--- src/rtl/led_pattern_gen.sv ---
// Multi-channel LED indicator engine: a shared prescaled tick times per-channel
// OFF / ON / BLINK / BURST / ONESHOT patterns, each reconfigurable at runtime.
module led_pattern_gen #(
  parameter int CHANNELS = 2,
  parameter int PRESCALE = 30,
  parameter int HALF_W   = 8,
  parameter int BURST_W  = 4
) (
  input  logic                i_clk,
  input  logic                i_rst_n,
  input  logic                i_cfg_we,
  input  logic [3:0]          i_cfg_ch,
  input  logic [2:0]          i_cfg_mode,
  input  logic [HALF_W-1:0]   i_cfg_half,
  input  logic [BURST_W-1:0]  i_cfg_burst,
  input  logic [CHANNELS-1:0] i_trig,
  output logic [CHANNELS-1:0] o_led,
  output logic [CHANNELS-1:0] o_busy,
  output logic                o_tick
);

  localparam int PS_W  = (PRESCALE > 1) ? $clog2(PRESCALE) : 1;
  localparam int CNT_W = HALF_W + 2;

  localparam logic [2:0] M_ON      = 3'd1;
  localparam logic [2:0] M_BLINK   = 3'd2;
  localparam logic [2:0] M_BURST   = 3'd3;
  localparam logic [2:0] M_ONESHOT = 3'd4;

  typedef enum logic [2:0] {
    S_IDLE, S_ON, S_BLINK, S_P_ON, S_P_OFF, S_GAP, S_OS_ACT
  } state_t;

  logic [PS_W-1:0] ps_cnt;
  logic            tick;

  // Shared prescaler; tick is registered so it lines up with o_tick.
  always_ff @(posedge i_clk or negedge i_rst_n) begin
    if (!i_rst_n) begin
      ps_cnt <= '0;
      tick   <= 1'b0;
    end else if (ps_cnt == PS_W'(PRESCALE - 1)) begin
      ps_cnt <= '0;
      tick   <= 1'b1;
    end else begin
      ps_cnt <= ps_cnt + PS_W'(1);
      tick   <= 1'b0;
    end
  end

  assign o_tick = tick;

  for (genvar g = 0; g < CHANNELS; g++) begin : g_ch
    logic [2:0]         mode_q,  mode_d;
    logic [HALF_W-1:0]  half_q,  half_d;
    logic [BURST_W-1:0] burst_q, burst_d;
    logic [CNT_W-1:0]   cnt_q,   cnt_d;
    logic [BURST_W-1:0] pcnt_q,  pcnt_d;
    state_t             st_q,    st_d;
    logic               led_q,   led_d;
    logic               busy_q,  busy_d;

    logic               wr;
    logic [CNT_W-1:0]   ph_end;
    logic [CNT_W-1:0]   gap_end;
    logic [BURST_W-1:0] b_eff;
    logic [BURST_W-1:0] pcnt_inc;

    assign wr       = i_cfg_we && (i_cfg_ch == 4'(g));
    assign ph_end   = {2'b00, half_q};
    // Gap lasts 4*(H+1) ticks, so its last count is 4H+3.
    assign gap_end  = {half_q, 2'b11};
    assign b_eff    = (burst_q == '0) ? BURST_W'(1) : burst_q;
    assign pcnt_inc = pcnt_q + BURST_W'(1);

    always_ff @(posedge i_clk or negedge i_rst_n) begin
      if (!i_rst_n) begin
        mode_q  <= '0;
        half_q  <= '0;
        burst_q <= '0;
        cnt_q   <= '0;
        pcnt_q  <= '0;
        st_q    <= S_IDLE;
        led_q   <= 1'b0;
        busy_q  <= 1'b0;
      end else begin
        mode_q  <= mode_d;
        half_q  <= half_d;
        burst_q <= burst_d;
        cnt_q   <= cnt_d;
        pcnt_q  <= pcnt_d;
        st_q    <= st_d;
        led_q   <= led_d;
        busy_q  <= busy_d;
      end
    end

    // A config write overrides any tick or trigger seen in the same cycle.
    always_comb begin
      mode_d  = mode_q;
      half_d  = half_q;
      burst_d = burst_q;
      cnt_d   = cnt_q;
      pcnt_d  = pcnt_q;
      st_d    = st_q;
      led_d   = led_q;
      busy_d  = busy_q;
      if (wr) begin
        mode_d  = i_cfg_mode;
        half_d  = i_cfg_half;
        burst_d = i_cfg_burst;
        cnt_d   = '0;
        pcnt_d  = '0;
        st_d    = S_IDLE;
        led_d   = 1'b0;
        busy_d  = 1'b0;
        case (i_cfg_mode)
          M_ON:    begin st_d = S_ON;    led_d = 1'b1; end
          M_BLINK: begin st_d = S_BLINK; led_d = 1'b1; end
          M_BURST: begin st_d = S_P_ON;  led_d = 1'b1; busy_d = 1'b1; end
          default: ;
        endcase
      end else begin
        case (st_q)
          S_IDLE: begin
            if (mode_q == M_ONESHOT && i_trig[g]) begin
              st_d   = S_OS_ACT;
              led_d  = 1'b1;
              busy_d = 1'b1;
              cnt_d  = '0;
            end
          end
          S_BLINK: begin
            if (tick) begin
              if (cnt_q == ph_end) begin
                led_d = ~led_q;
                cnt_d = '0;
              end else begin
                cnt_d = cnt_q + CNT_W'(1);
              end
            end
          end
          S_P_ON: begin
            if (tick) begin
              if (cnt_q == ph_end) begin
                st_d  = S_P_OFF;
                led_d = 1'b0;
                cnt_d = '0;
              end else begin
                cnt_d = cnt_q + CNT_W'(1);
              end
            end
          end
          S_P_OFF: begin
            if (tick) begin
              if (cnt_q == ph_end) begin
                cnt_d = '0;
                if (pcnt_inc == b_eff) begin
                  st_d   = S_GAP;
                  busy_d = 1'b0;
                  pcnt_d = '0;
                end else begin
                  st_d   = S_P_ON;
                  led_d  = 1'b1;
                  pcnt_d = pcnt_inc;
                end
              end else begin
                cnt_d = cnt_q + CNT_W'(1);
              end
            end
          end
          S_GAP: begin
            if (tick) begin
              if (cnt_q == gap_end) begin
                st_d   = S_P_ON;
                led_d  = 1'b1;
                busy_d = 1'b1;
                cnt_d  = '0;
              end else begin
                cnt_d = cnt_q + CNT_W'(1);
              end
            end
          end
          S_OS_ACT: begin
            // Retrigger restarts the pulse, even on the final tick.
            if (i_trig[g]) begin
              cnt_d = '0;
            end else if (tick) begin
              if (cnt_q == ph_end) begin
                st_d   = S_IDLE;
                led_d  = 1'b0;
                busy_d = 1'b0;
                cnt_d  = '0;
              end else begin
                cnt_d = cnt_q + CNT_W'(1);
              end
            end
          end
          default: ;
        endcase
      end
    end

    assign o_led[g]  = led_q;
    assign o_busy[g] = busy_q;
  end

endmodule

--- config.mk ---
export PLATFORM = sky130hd
export DESIGN_NAME = led_pattern_gen
export DESIGN_NICKNAME = d
export VERILOG_FILES = /design/src/rtl/led_pattern_gen.sv
export SDC_FILE = /design/constraint.sdc
export NUM_CORES = 1
export LEC_CHECK = 0
export ABC_AREA = 1
export CAP_MARGIN = 20
export CORE_AREA = 4 4 128 130
export DETAILED_ROUTE_END_ITERATION = 8
export DIE_AREA = 0 0 132 134
export GPL_ROUTABILITY_DRIVEN = 1
export GPL_TIMING_DRIVEN = 1
export PLACE_DENSITY = 0.59
export SYNTH_ARGS = -nofsm -noshare
export SYNTH_HDL_FRONTEND = slang
export SYNTH_SLANG_ARGS = --single-unit
--- constraint.sdc ---
create_clock -name i_clk -period 1.8 [get_ports i_clk]
set_clock_uncertainty 0.1 [all_clocks]
set_input_delay 0.27 -clock i_clk [delete_from_list [all_inputs] [get_ports i_clk]]
set_output_delay 0.27 -clock i_clk [all_outputs]
set_load 0.02 [all_outputs]
==> run metrics <==
Fmax=0.569 GHz; leading area contributor after synthesis=dfrtp_1; die height=134 µm; Worst VDD drop=513 µV; hold violation total from the final report=0; EDFF count, synth=0; area grow syn2layout=34.7%; CTS tree=yes; Pre-antenna DRT Iters=5; DR WL met3=389 µm; vias in the first global route=4957; RD Place Congestion=0.898; status=finished, final reports clean; most common cell after layout, fill and taps aside=nand2_1; Worst Setup SP=i_cfg_we; H-Tree Depth=3; final slew viol count=0; critical-path maximum fanout=15; Max Cap Viol=0; Warnings, synthesis=0; DRT antenna net count=0; RSZ-0062 raised after global routing=true; Final setup viols=0; Slew headroom=69.3%; Cell Area, Synth=0.00524 mm²; Starting Density=34.6%; Multi-input gate area=0.00318 mm²; CP required=1940 ps; routed wl met2=6.91 mm; post-synth cell types=33; asr flop ratio synth=between 90% and 100%; n_diodes=0; Avg WL per Cell=12.7 µm; post-DR vias/cell=roughly 4.7; kind of critical path=in2reg; sequential cell area=about 0.0019 mm²; global route overflow=0; Hold Worst Slack=322 ps; Critical Path End Type=flip-flop; Synth top area share=35.3%; Die W=132 µm; worst r2r dst=g_ch[1].led_q; layout cell share with drive strength beyond 1=25.7%; clk buf depth=2; Worst-Skew Late Latency=350 ps; r2r worst-path depth=13; startpoint types=input pin; Seq/Total Area, Yosys=a little over a third; PortBufs=28; antenna violations before repair=0; # DRC=0; syn nets=846; Clock Tree Root=clkbuf_16; top sig layer=met4; R2R setup slack=60 ps; Worst-Margin Slew=461 ps; Leak=3.74 nW; largest net degree at the start of global routing=33; min Tclk post-route=1760 ps; Reg clk slew, reported paths=60 ps; commonest non-fill, non-tap cells in the layout=299 x nand2_1, 86 x inv_1, 81 x buf_4, 67 x nand3_1, 63 x dfrtp_1; synthesis-stage register bit count=74; nets@finish=947; TritonCTS buffer count=9; worst r2r src=g_ch[1].cnt_q[0]; Rows=45; first-pass GRT wire length=23.6 mm; DP HPWL=10.4 mm; pwr/cell area=between 1000 and 1500 mW/mm²; global-route usage over all layers=between 10% and 20%; drt total wl=14.1 mm; met1 wire length=6.55 mm; predominant post-synthesis flop cell=dfrtp_1; area of the core=0.0151 mm²; die area=roughly 0.018 mm²; clock sinks=74; Fill cells=1497; Finished Core Util=46.6%; Synth Instances=816; arrival time at the worst endpoint=~1900 ps; # IOs=29; Tcrit/Tclk final=97.6%; Avg Cell Area, Syn=6.42 µm²; Hold Crit Class=in2async; DR vias=5204; initial drt markers=307; top cells by area, synth=dfrtp_1 35%, nand2_1 23%, nand3_1 7.9%
layer usage:
metal,global-route usage (%),vias up
met5,0,-
met4,6.01,0
met3,2.36,18
met2,27.5,83
met1,21.1,2372
li1,-,2731
state kept, by name (all words and copies together) (netlist names):
| register | cells |
|---|---|
| o_tick | 1 |
| g_ch.led_q | 2 |
| g_ch.half_q | 16 |
| g_ch.st_q | 6 |
| g_ch.busy_q | 2 |
| g_ch.mode_q | 6 |
| g_ch.cnt_q | 20 |
| g_ch.burst_q | 8 |
| ps_cnt | 5 |
| g_ch.pcnt_q | 8 |
synthesized netlist by cell type, types with 2 or more instances:
cell        n
nand2_2     6
nor3_1      5
nand2_1   324
nand3_1    83
buf_4       7
nand4_1     6
nor2_1     59
o211ai_1    2
nand3_2     8
nor2_2      9
inv_1      95
o21ai_0    47
xnor2_1     7
inv_2      14
clkbuf_1    7
buf_2      11
a21oi_1    10
dfrtp_1    74
nor3_4      2
nor2_4      2
o22ai_1     2
o21ai_1     2
xor2_1     19
ha_1        6
cell families after synthesis:
family / count (synthesis) / synth area share (%)
simple gates: 508 / 41.6
buf+inv: 136 / 10.7
flops: 74 / 35.3
compound gates: 66 / 6.61
xor+xnor: 26 / 4.35
fa+ha+maj: 6 / 1.43
worst max path at each step:
stage | depth (start not counted) | to | slack, ps
6_report | 13 | g_ch[1].led_q | 40
5_1_grt | 14 | g_ch[1].st_q[0] | -80
4_1_cts | 12 | g_ch[1].st_q[2] | 0.5
3_5_place_dp | 13 | g_ch[1].st_q[0] | -290
3_3_place_gp | 13 | g_ch[0].led_q | -300
2_1_floorplan | 10 | g_ch[0].busy_q | 70
power by group:
group	leakage (nW)	switching, mW	internal [mW]	total, mW
combinational	2.62	2.60	1.85	4.45
clock	0.176	0.754	1.43	2.18
sequential	0.944	0.334	1.97	2.30
through the flow:
stage               setup TNS, ps  setup slack [ps]  cell area, µm²  std cells  power, mW
global route                 -687             -80.0            7060       1110       9.61
floorplan                       0              71.0            5240        816       4.89
global placement            -9350              -299            6220       1081       6.27
finish                          0              44.0            7060       1110       8.93
detailed placement         -10470              -288            6220       1081       6.28
CTS                             0             0.459            6670       1100       8.64
final cells by class:
cell class	instances	area share, %
multi-input combinational	606	45.0
sequential	74	26.4
timing repair buffer	117	14.4
inverter	109	5.83
clock buffer	11	3.58
tap	188	3.33
clock inverter	5	1.42
critical path, cell delays in order:
cell and delay [ps]:
clkdlybuf4s50_1 450, inv_1 40, nor2_2 120, nand3_2 100
buf_12 160, nand2_1 110, nor2_1 70, nor2_1 160
nand3_1 100, nor2_1 140, nand2_1 70, nand2_1 50
nand2_1 40
repair_timing:
item | in CTS | in global routing
resized for setup | 19 | 89
setup endpoints to repair | 33 | 38
pin swaps | 6 | 38
hold buffers | 1 | 0
setup buffers | 2 | 10
cloned | 0 | 0
endpoints found under the hold margin | 29 | 0
Note: power is estimated with default switching activity, not from simulation.
